`src/rtl/video_timing_pkg.sv`:
```
`default_nettype none
// ============================================================================
// Module      : video_timing_pkg
// Description : Phase encoding, next-phase helper and default raster timing
//               for the video timing generator.
// Revision    : 1.0 - initial release
// ============================================================================
package video_timing_pkg;

    typedef enum logic [1:0] {
        ACTIVE = 2'd0,
        FRONT  = 2'd1,
        SYNC   = 2'd2,
        BACK   = 2'd3
    } phase_t;

    localparam int unsigned c_h_display = 256;
    localparam int unsigned c_h_front   = 7;
    localparam int unsigned c_h_sync    = 23;
    localparam int unsigned c_h_back    = 23;
    localparam int unsigned c_v_display = 240;
    localparam int unsigned c_v_bottom  = 14;
    localparam int unsigned c_v_sync    = 3;
    localparam int unsigned c_v_top     = 5;

    // Phase for the count the axis moves to; zero-length porches are skipped
    // so the FSM never spends a pixel in an empty segment.
    function automatic phase_t next_phase(
        input phase_t      cur,
        input int unsigned nxt,
        input logic        wrap,
        input int unsigned a_len,
        input int unsigned f_len,
        input int unsigned s_len,
        input int unsigned b_len
    );
        phase_t p;
        p = cur;
        case (cur)
            ACTIVE: if (nxt == a_len)               p = (f_len == 0) ? SYNC : FRONT;
            FRONT:  if (nxt == a_len + f_len)       p = SYNC;
            SYNC:   if ((b_len == 0) ? wrap : (nxt == a_len + f_len + s_len))
                                                    p = (b_len == 0) ? ACTIVE : BACK;
            BACK:   if (wrap)                       p = ACTIVE;
            default:                                p = ACTIVE;
        endcase
        return p;
    endfunction

endpackage
`default_nettype wire

```
`src/rtl/video_timing_gen_if.sv`:
```
`default_nettype none
// ============================================================================
// Module      : video_timing_gen_if
// Description : Pixel-enable/restart inputs and registered raster outputs.
// Revision    : 1.0 - initial release
// ============================================================================
interface video_timing_gen_if #(
    parameter int unsigned H_BITS = 9,
    parameter int unsigned V_BITS = 9,
    parameter int unsigned F_BITS = 8
);
    logic              ce;
    logic              restart;
    logic              hsync;
    logic              vsync;
    logic              display_on;
    logic              hblank;
    logic              vblank;
    logic [H_BITS-1:0] hpos;
    logic [V_BITS-1:0] vpos;
    logic              line_start;
    logic              frame_start;
    logic [F_BITS-1:0] frame_count;

    modport master (
        input  ce, restart,
        output hsync, vsync, display_on, hblank, vblank,
               hpos, vpos, line_start, frame_start, frame_count
    );

    modport slave (
        output ce, restart,
        input  hsync, vsync, display_on, hblank, vblank,
               hpos, vpos, line_start, frame_start, frame_count
    );
endinterface
`default_nettype wire

```
`src/rtl/timing_axis.sv`:
```
`default_nettype none
// ============================================================================
// Module      : timing_axis
// Description : One raster axis: wrapping counter plus ACTIVE/FRONT/SYNC/BACK
//               phase FSM.
// Revision    : 1.0 - initial release
// ============================================================================
module timing_axis
    import video_timing_pkg::*;
#(
    parameter int unsigned WIDTH      = 9,
    parameter int unsigned ACTIVE_LEN = 256,
    parameter int unsigned FRONT_LEN  = 7,
    parameter int unsigned SYNC_LEN   = 23,
    parameter int unsigned BACK_LEN   = 23,
    parameter bit          SYNC_NEG   = 1'b0
) (
    input  wire logic             clk,
    input  wire logic             reset_n,
    input  wire logic             advance,
    input  wire logic             restart,
    output logic      [WIDTH-1:0] count,
    output phase_t                phase,
    output logic                  wrap,
    output logic                  sync
);

    localparam int unsigned c_total = ACTIVE_LEN + FRONT_LEN + SYNC_LEN + BACK_LEN;
    localparam int unsigned c_max   = c_total - 1;

    logic [WIDTH-1:0] r_count;
    phase_t           r_phase;
    logic             w_wrap;
    logic [WIDTH-1:0] w_next;

    assign w_wrap = (r_count == WIDTH'(c_max));
    assign w_next = w_wrap ? '0 : r_count + WIDTH'(1);

    always_ff @(posedge clk or negedge reset_n) begin
        if (!reset_n) begin
            r_count <= '0;
            r_phase <= ACTIVE;
        end else if (restart) begin
            r_count <= '0;
            r_phase <= ACTIVE;
        end else if (advance) begin
            r_count <= w_next;
            r_phase <= next_phase(r_phase, 32'(w_next), w_wrap,
                                  ACTIVE_LEN, FRONT_LEN, SYNC_LEN, BACK_LEN);
        end
    end

    assign count = r_count;
    assign phase = r_phase;
    assign wrap  = w_wrap;
    assign sync  = (r_phase == SYNC) ^ SYNC_NEG;

endmodule
`default_nettype wire

```
`src/rtl/video_timing_gen.sv`:
```
`default_nettype none
// ============================================================================
// Module      : video_timing_gen
// Description : Parametrised raster timing generator with registered, aligned
//               sync/blank/position/strobe outputs and a frame counter.
// Revision    : 1.0 - initial release
// ============================================================================
module video_timing_gen
    import video_timing_pkg::*;
#(
    parameter int unsigned H_DISPLAY  = c_h_display,
    parameter int unsigned H_FRONT    = c_h_front,
    parameter int unsigned H_SYNC     = c_h_sync,
    parameter int unsigned H_BACK     = c_h_back,
    parameter bit          H_SYNC_NEG = 1'b0,
    parameter int unsigned V_DISPLAY  = c_v_display,
    parameter int unsigned V_BOTTOM   = c_v_bottom,
    parameter int unsigned V_SYNC     = c_v_sync,
    parameter int unsigned V_TOP      = c_v_top,
    parameter bit          V_SYNC_NEG = 1'b0,
    parameter int unsigned H_BITS     = 9,
    parameter int unsigned V_BITS     = 9,
    parameter int unsigned F_BITS     = 8
) (
    input wire logic         clk,
    input wire logic         reset_n,
    video_timing_gen_if.master vif
);

    localparam int unsigned c_h_max = H_DISPLAY + H_FRONT + H_SYNC + H_BACK - 1;
    localparam int unsigned c_v_max = V_DISPLAY + V_BOTTOM + V_SYNC + V_TOP - 1;

    generate
        if (H_SYNC == 0 || V_SYNC == 0 || H_DISPLAY == 0 || V_DISPLAY == 0 ||
            (c_h_max >> H_BITS) != 0 || (c_v_max >> V_BITS) != 0) begin : g_bad_timing
            $error("video_timing_gen: invalid timing parameters");
        end
    endgenerate

    logic [H_BITS-1:0] w_h_cnt;
    logic [V_BITS-1:0] w_v_cnt;
    phase_t            w_h_phase;
    phase_t            w_v_phase;
    logic              w_h_wrap;
    logic              w_v_wrap;
    logic              w_h_sync;
    logic              w_v_sync;
    logic              w_restart;

    assign w_restart = vif.ce & vif.restart;

    timing_axis #(
        .WIDTH      (H_BITS),
        .ACTIVE_LEN (H_DISPLAY),
        .FRONT_LEN  (H_FRONT),
        .SYNC_LEN   (H_SYNC),
        .BACK_LEN   (H_BACK),
        .SYNC_NEG   (H_SYNC_NEG)
    ) u_h_axis (
        .clk     (clk),
        .reset_n (reset_n),
        .advance (vif.ce),
        .restart (w_restart),
        .count   (w_h_cnt),
        .phase   (w_h_phase),
        .wrap    (w_h_wrap),
        .sync    (w_h_sync)
    );

    timing_axis #(
        .WIDTH      (V_BITS),
        .ACTIVE_LEN (V_DISPLAY),
        .FRONT_LEN  (V_BOTTOM),
        .SYNC_LEN   (V_SYNC),
        .BACK_LEN   (V_TOP),
        .SYNC_NEG   (V_SYNC_NEG)
    ) u_v_axis (
        .clk     (clk),
        .reset_n (reset_n),
        .advance (vif.ce & w_h_wrap),
        .restart (w_restart),
        .count   (w_v_cnt),
        .phase   (w_v_phase),
        .wrap    (w_v_wrap),
        .sync    (w_v_sync)
    );

    logic [H_BITS-1:0] r_hpos;
    logic [V_BITS-1:0] r_vpos;
    logic              r_hsync;
    logic              r_vsync;
    logic              r_display_on;
    logic              r_hblank;
    logic              r_vblank;
    logic              r_line_start;
    logic              r_frame_start;
    logic [F_BITS-1:0] r_frame_count;
    logic              r_wrap_pend;

    // r_wrap_pend remembers a natural (H_MAX,V_MAX) wrap so the count bumps
    // on the same ce that registers (0,0), aligned with frame_start.
    always_ff @(posedge clk or negedge reset_n) begin
        if (!reset_n) begin
            r_hpos        <= '0;
            r_vpos        <= '0;
            r_hsync       <= H_SYNC_NEG;
            r_vsync       <= V_SYNC_NEG;
            r_display_on  <= 1'b0;
            r_hblank      <= 1'b1;
            r_vblank      <= 1'b1;
            r_line_start  <= 1'b0;
            r_frame_start <= 1'b0;
            r_frame_count <= '0;
            r_wrap_pend   <= 1'b0;
        end else if (vif.ce) begin
            r_hpos        <= w_h_cnt;
            r_vpos        <= w_v_cnt;
            r_hsync       <= w_h_sync;
            r_vsync       <= w_v_sync;
            r_display_on  <= (w_h_phase == ACTIVE) && (w_v_phase == ACTIVE);
            r_hblank      <= (w_h_phase != ACTIVE);
            r_vblank      <= (w_v_phase != ACTIVE);
            r_line_start  <= (w_h_cnt == '0);
            r_frame_start <= (w_h_cnt == '0) && (w_v_cnt == '0);
            r_wrap_pend   <= w_h_wrap & w_v_wrap & ~vif.restart;
            if (r_wrap_pend) begin
                r_frame_count <= r_frame_count + F_BITS'(1);
            end
        end else begin
            r_line_start  <= 1'b0;
            r_frame_start <= 1'b0;
        end
    end

    assign vif.hpos        = r_hpos;
    assign vif.vpos        = r_vpos;
    assign vif.hsync       = r_hsync;
    assign vif.vsync       = r_vsync;
    assign vif.display_on  = r_display_on;
    assign vif.hblank      = r_hblank;
    assign vif.vblank      = r_vblank;
    assign vif.line_start  = r_line_start;
    assign vif.frame_start = r_frame_start;
    assign vif.frame_count = r_frame_count;

endmodule
`default_nettype wire

```
`src/flat_wrapper.sv`:
```
// flat-port wrapper written by rule: the top's interface ports become plain ports
module video_timing_gen_flat import video_timing_pkg::*;
#(
    parameter int unsigned H_DISPLAY  = c_h_display,
    parameter int unsigned H_FRONT    = c_h_front,
    parameter int unsigned H_SYNC     = c_h_sync,
    parameter int unsigned H_BACK     = c_h_back,
    parameter bit          H_SYNC_NEG = 1'b0,
    parameter int unsigned V_DISPLAY  = c_v_display,
    parameter int unsigned V_BOTTOM   = c_v_bottom,
    parameter int unsigned V_SYNC     = c_v_sync,
    parameter int unsigned V_TOP      = c_v_top,
    parameter bit          V_SYNC_NEG = 1'b0,
    parameter int unsigned H_BITS     = 9,
    parameter int unsigned V_BITS     = 9,
    parameter int unsigned F_BITS     = 8
)
  (clk, reset_n, vif_ce, vif_restart, vif_hsync, vif_vsync, vif_display_on, vif_hblank, vif_vblank, vif_hpos, vif_vpos, vif_line_start, vif_frame_start, vif_frame_count);
  video_timing_gen_if #(.H_BITS(H_BITS), .V_BITS(V_BITS), .F_BITS(F_BITS)) vif_i ();
  input wire logic clk;
  input wire logic reset_n;
  input wire logic [$bits(vif_i.ce)-1:0] vif_ce;
  input wire logic [$bits(vif_i.restart)-1:0] vif_restart;
  output wire logic [$bits(vif_i.hsync)-1:0] vif_hsync;
  output wire logic [$bits(vif_i.vsync)-1:0] vif_vsync;
  output wire logic [$bits(vif_i.display_on)-1:0] vif_display_on;
  output wire logic [$bits(vif_i.hblank)-1:0] vif_hblank;
  output wire logic [$bits(vif_i.vblank)-1:0] vif_vblank;
  output wire logic [$bits(vif_i.hpos)-1:0] vif_hpos;
  output wire logic [$bits(vif_i.vpos)-1:0] vif_vpos;
  output wire logic [$bits(vif_i.line_start)-1:0] vif_line_start;
  output wire logic [$bits(vif_i.frame_start)-1:0] vif_frame_start;
  output wire logic [$bits(vif_i.frame_count)-1:0] vif_frame_count;
  assign vif_i.ce = vif_ce;
  assign vif_i.restart = vif_restart;
  assign vif_hsync = vif_i.hsync;
  assign vif_vsync = vif_i.vsync;
  assign vif_display_on = vif_i.display_on;
  assign vif_hblank = vif_i.hblank;
  assign vif_vblank = vif_i.vblank;
  assign vif_hpos = vif_i.hpos;
  assign vif_vpos = vif_i.vpos;
  assign vif_line_start = vif_i.line_start;
  assign vif_frame_start = vif_i.frame_start;
  assign vif_frame_count = vif_i.frame_count;
  video_timing_gen #(.H_DISPLAY(H_DISPLAY), .H_FRONT(H_FRONT), .H_SYNC(H_SYNC), .H_BACK(H_BACK), .H_SYNC_NEG(H_SYNC_NEG), .V_DISPLAY(V_DISPLAY), .V_BOTTOM(V_BOTTOM), .V_SYNC(V_SYNC), .V_TOP(V_TOP), .V_SYNC_NEG(V_SYNC_NEG), .H_BITS(H_BITS), .V_BITS(V_BITS), .F_BITS(F_BITS)) u_core (.clk(clk), .reset_n(reset_n), .vif(vif_i));
endmodule
```
`config.mk`:
```
export PLATFORM = sky130hd
export DESIGN_NAME = video_timing_gen_flat
export DESIGN_NICKNAME = d
export VERILOG_FILES = /design/src/rtl/video_timing_pkg.sv /design/src/rtl/video_timing_gen_if.sv /design/src/rtl/timing_axis.sv /design/src/rtl/video_timing_gen.sv /design/src/flat_wrapper.sv
export SDC_FILE = /design/constraint.sdc
export NUM_CORES = 1
export LEC_CHECK = 0
export ABC_CLOCK_PERIOD_IN_PS = 7300
export BUFFER_PORTS_ARGS = -buffer_cell sky130_fd_sc_hd__buf_2
export CAP_MARGIN = 20
export CORE_AREA = 2 2 82 84
export DETAILED_ROUTE_END_ITERATION = 12
export DIE_AREA = 0 0 84 86
export PLACE_DENSITY = 0.82
export SYNTH_ARGS = -nofsm -noshare
export SYNTH_HDL_FRONTEND = slang
export SYNTH_HIERARCHICAL = 1
export SYNTH_SLANG_ARGS = --single-unit
```
`constraint.sdc`:
```
create_clock -name clk -period 7.3 [get_ports clk]
set_clock_uncertainty 0.15 [all_clocks]
set_input_delay 0.73 -clock clk [delete_from_list [all_inputs] [get_ports clk]]
set_output_delay 0.73 -clock clk [all_outputs]
set_load 0.05 [all_outputs]
```
==> results.py <==
metrics = {
    "global_route": {
        "grt_pass1_wl_mm": 11.3,
        "grt_antenna_before_repair": 0,
        "grtUsageTotal": 0.192,
        "grt.overflow.total": 0,
        "grt_pass1_vias": 2349,
        "grt_start_max_net_pins": 57,
    },
    "setup_path": {
        "crit_chain": "ha_1 -> nand3_1 -> nor3_1 -> nor3_1 -> o32a_1 -> nor4_4 -> mux2_1",
        "startpoint_type": "flip-flop",
        "crit_arrival_ns": 3.11,
        "end_kind": "flip-flop",
        "cp.required_ns": 7.35,
        "cpMostUsedCell": "nor3_1",
        "max_stage_delay_ns": 0.60,
        "cpMaxStageDelayCell": "dfrtp_1",
        "crit_fanout": 14,
        "crit_type": "flip-flop to flip-flop",
    },
    "drt": {
        "vias_per_cell": 5.77,
        "avgRoutedWirePerCell_um": 15.1,
        "drt-initial-drc-count": 217,
        "drt-total-wl_mm": 6.59,
        "drc": 0,
        "firstDrtPassIters": 5,
        "antenna_left": 0,
        "vias": 2522,
    },
    "clock_network": {
        "clock_sink_count": 56,
        "clk_pin_slew_ns": 0.10,
        "cts_max_level": 2,
        "clk_latency_ns": 0.31,
        "cts_buffer_depth": 2,
        "cts_root_buffer": "clkbuf_8",
        "cts_buffers": 5,
        "cts_setup_buffers": 0,
        "ctsResizeCount": 0,
        "hold_buffers": 0,
        "cts_tree": "done",
    },
    "hold_path": {
        "hold_path.class": "flip-flop to flip-flop",
    },
    "logic_synthesis": {
        "avgSynthCellArea_um2": 9.94,
        "yosys-top-cells-area": "dfrtp_1 40%, mux2_2 7.4%, ha_1 5.6%",
        "ys_types": 61,
        "yosys_warnings": 6,
        "ys_ff_latch": 56,
        "syn-num-nets": 357,
        "synth_ff_type": "dfrtp_1",
        "synth_edf_count": 0,
        "syn_inst": 338,
        "syn-cell-area_um2": 3360,
        "ys_seq_area_frac": 0.418,
        "synth_top_cell_area_share": 0.402,
        "async_flop_share": 1.00,
        "yosys.area.top_type": "dfrtp_1",
    },
    "timing": {
        "finalSetupViolCount": 0,
        "max_slew_margin": 0.359,
        "period_minus_slack_ns": 3.07,
        "worst_slew_pin_slew_ns": 0.961,
        "clock.fmax_mhz": 326,
        "rsz0062_at_grt": "false",
        "setup-tns-final_ns": 0,
        "finalCritPeriodShare": 0.420,
        "setup_ws_ns": 4.23,
        "drv_slew": 0,
        "hold_viol_final": 0,
    },
    "power_and_ir_drop": {
        "p_per_area_nw_per_um2": 196,
        "leakagePower_nw": 1.74,
        "power.total_uw": 711,
        "irDropWorstVdd_uv": 159,
    },
    "final_layout": {
        "antenna_cells": 0,
        "seqCellArea_um2": 1400,
        "multi_input_area_um2": 1770,
        "area.growth.synth_to_final_pct": 8.31,
        "nNetsFinal": 379,
        "drive_gt1_frac": 0.219,
        "final_area_um2": 3640,
        "fillers": 525,
    },
    "die": {
        "die-area_um2": 7220,
        "num_rows": 29,
        "io_pins": 37,
        "die_h_um": 86,
        "initial_core_util": 0.535,
        "die_w_um": 84,
        "core_area_um2": 6280,
    },
    "place": {
        "io_buffers": 36,
        "gp_congestion": 0.928,
        "pre_cts_slack_ns": 4.27,
        "placedInstanceArea_um2": 3510,
        "hpwl_mm": 4.42,
    },
    "status": {
        "status": "complete, no violations",
    },
    "run": {
        "cap_violations": 0,
    },
}
==> layer usage <==
layer,GRT usage,part of all wire,vias up,wire length (um)
met5,0,0,-,0
met4,0.0630,0.017,0,114
met3,0.0289,0.042,11,280
met2,0.305,0.47,79,3080
met1,0.271,0.47,1206,3120
li1,-,-,1226,-
==> per-stage QoR <==
stage,util,cells,hold slack (ns)
5_1_grt,0.580,437,0.341
3_3_place_gp,0.559,430,0.302
3_5_place_dp,0.559,430,0.306
2_1_floorplan,-,338,0.284
4_1_cts,0.580,437,0.324
6_report,0.580,437,0.319
==> layout make-up <==
class | count | share of cell area
clock buffers | 5 | 0.0189
clock inverters | 2 | 0.0165
inverters | 14 | 0.0144
multi-input cells | 246 | 0.486
flip-flops and latches | 56 | 0.386
well taps | 77 | 0.0265
repair buffers | 37 | 0.0516
==> final timing paths <==
path                                                       startpoint                                    end  slack (ns)  cells after the start
worst max-delay path             u_core/u_v_axis/count[0]$_DFFE_PN0P_   u_core/u_v_axis/phase[0]$_DFFE_PN0P_        4.23                      7
worst min-delay path            u_core/vif.frame_count[7]$_DFFE_PN0P_  u_core/vif.frame_count[7]$_DFFE_PN0P_        0.32                      1
worst max register to register   u_core/u_v_axis/count[0]$_DFFE_PN0P_   u_core/u_v_axis/phase[0]$_DFFE_PN0P_        4.23                      7
worst min register to register  u_core/vif.frame_count[7]$_DFFE_PN0P_  u_core/vif.frame_count[7]$_DFFE_PN0P_        0.32                      1
max in group asynchronous                                     reset_n         u_core/vif.vpos[2]$_DFFE_PN0P_        6.14                      2
min in group asynchronous                                     reset_n  u_core/vif.frame_count[6]$_DFFE_PN0P_        0.39                      2
==> critical path: cells and delay by family, from the launching register on <==
family	cells	cell delay [ns]
mux	1	0.36
flops	1	0.60
simple gates	4	0.97
fa+ha+maj	1	0.48
compound gates	1	0.38
==> cell usage after synthesis (2+ instances only) <==
library cell	count
dfrtp_1	54
xor2_1	12
and2_1	3
o41ai_1	2
nand2b_1	7
xnor2_1	9
clkbuf_1	5
dfstp_2	2
o211ai_1	2
nor3_1	16
o32a_1	2
buf_4	3
o22ai_1	2
buf_6	4
nor2_1	31
buf_1	2
and3_1	9
a21oi_1	14
ha_1	15
nand3b_1	2
mux2i_1	6
nand2_1	29
o21ai_0	10
nor2b_1	3
buf_2	8
nand3_1	11
or3_1	4
nor4_1	3
mux2_1	2
mux2_2	22
inv_1	14
==> placed cells by master, fill, tap and decap left out, types with 11 or more instances in the layout <==
| cell | netlist | routed |
|---|---|---|
| dfrtp_1 | 54 | 54 |
| nor3_1 | 16 | 16 |
| nor2_1 | 31 | 31 |
| a21oi_1 | 14 | 14 |
| nand3_1 | 11 | 11 |
| ha_1 | 15 | 15 |
| inv_1 | 14 | 14 |
| nand2_1 | 29 | 29 |
| mux2_2 | 22 | 22 |
| buf_2 | 8 | 36 |
| xor2_1 | 12 | 12 |
==> state kept, by name, indices dropped and copies added (netlist names) <==
signal / flops
u_core/u_h_axis/count: 9
u_core/u_v_axis/count: 9
u_core/vif.hpos: 9
u_core/vif.vpos: 9
u_core/vif.frame_count: 8
u_core/u_h_axis/phase: 2
u_core/u_v_axis/phase: 2
u_core/r_wrap_pend: 1
u_core/vif.display_on: 1
u_core/vif.frame_start: 1
u_core/vif.hblank: 1
u_core/vif.hsync: 1
u_core/vif.line_start: 1
u_core/vif.vblank: 1
u_core/vif.vsync: 1
==> power by group <==
part / switching, mW / internal (mW)
clock: 0.0988 / 0.135
sequential: 0.0224 / 0.327
combinational: 0.0841 / 0.0439
==> logic make-up after synthesis <==
| logic type | share of synthesized area |
|---|---|
| compound gates | 0.0939 |
| fa+ha+maj | 0.0559 |
| flops | 0.418 |
| mux | 0.0983 |
| simple gates | 0.224 |
| xor+xnor | 0.0547 |
| buf+inv | 0.0555 |
Power figures use the tool's default switching activity.
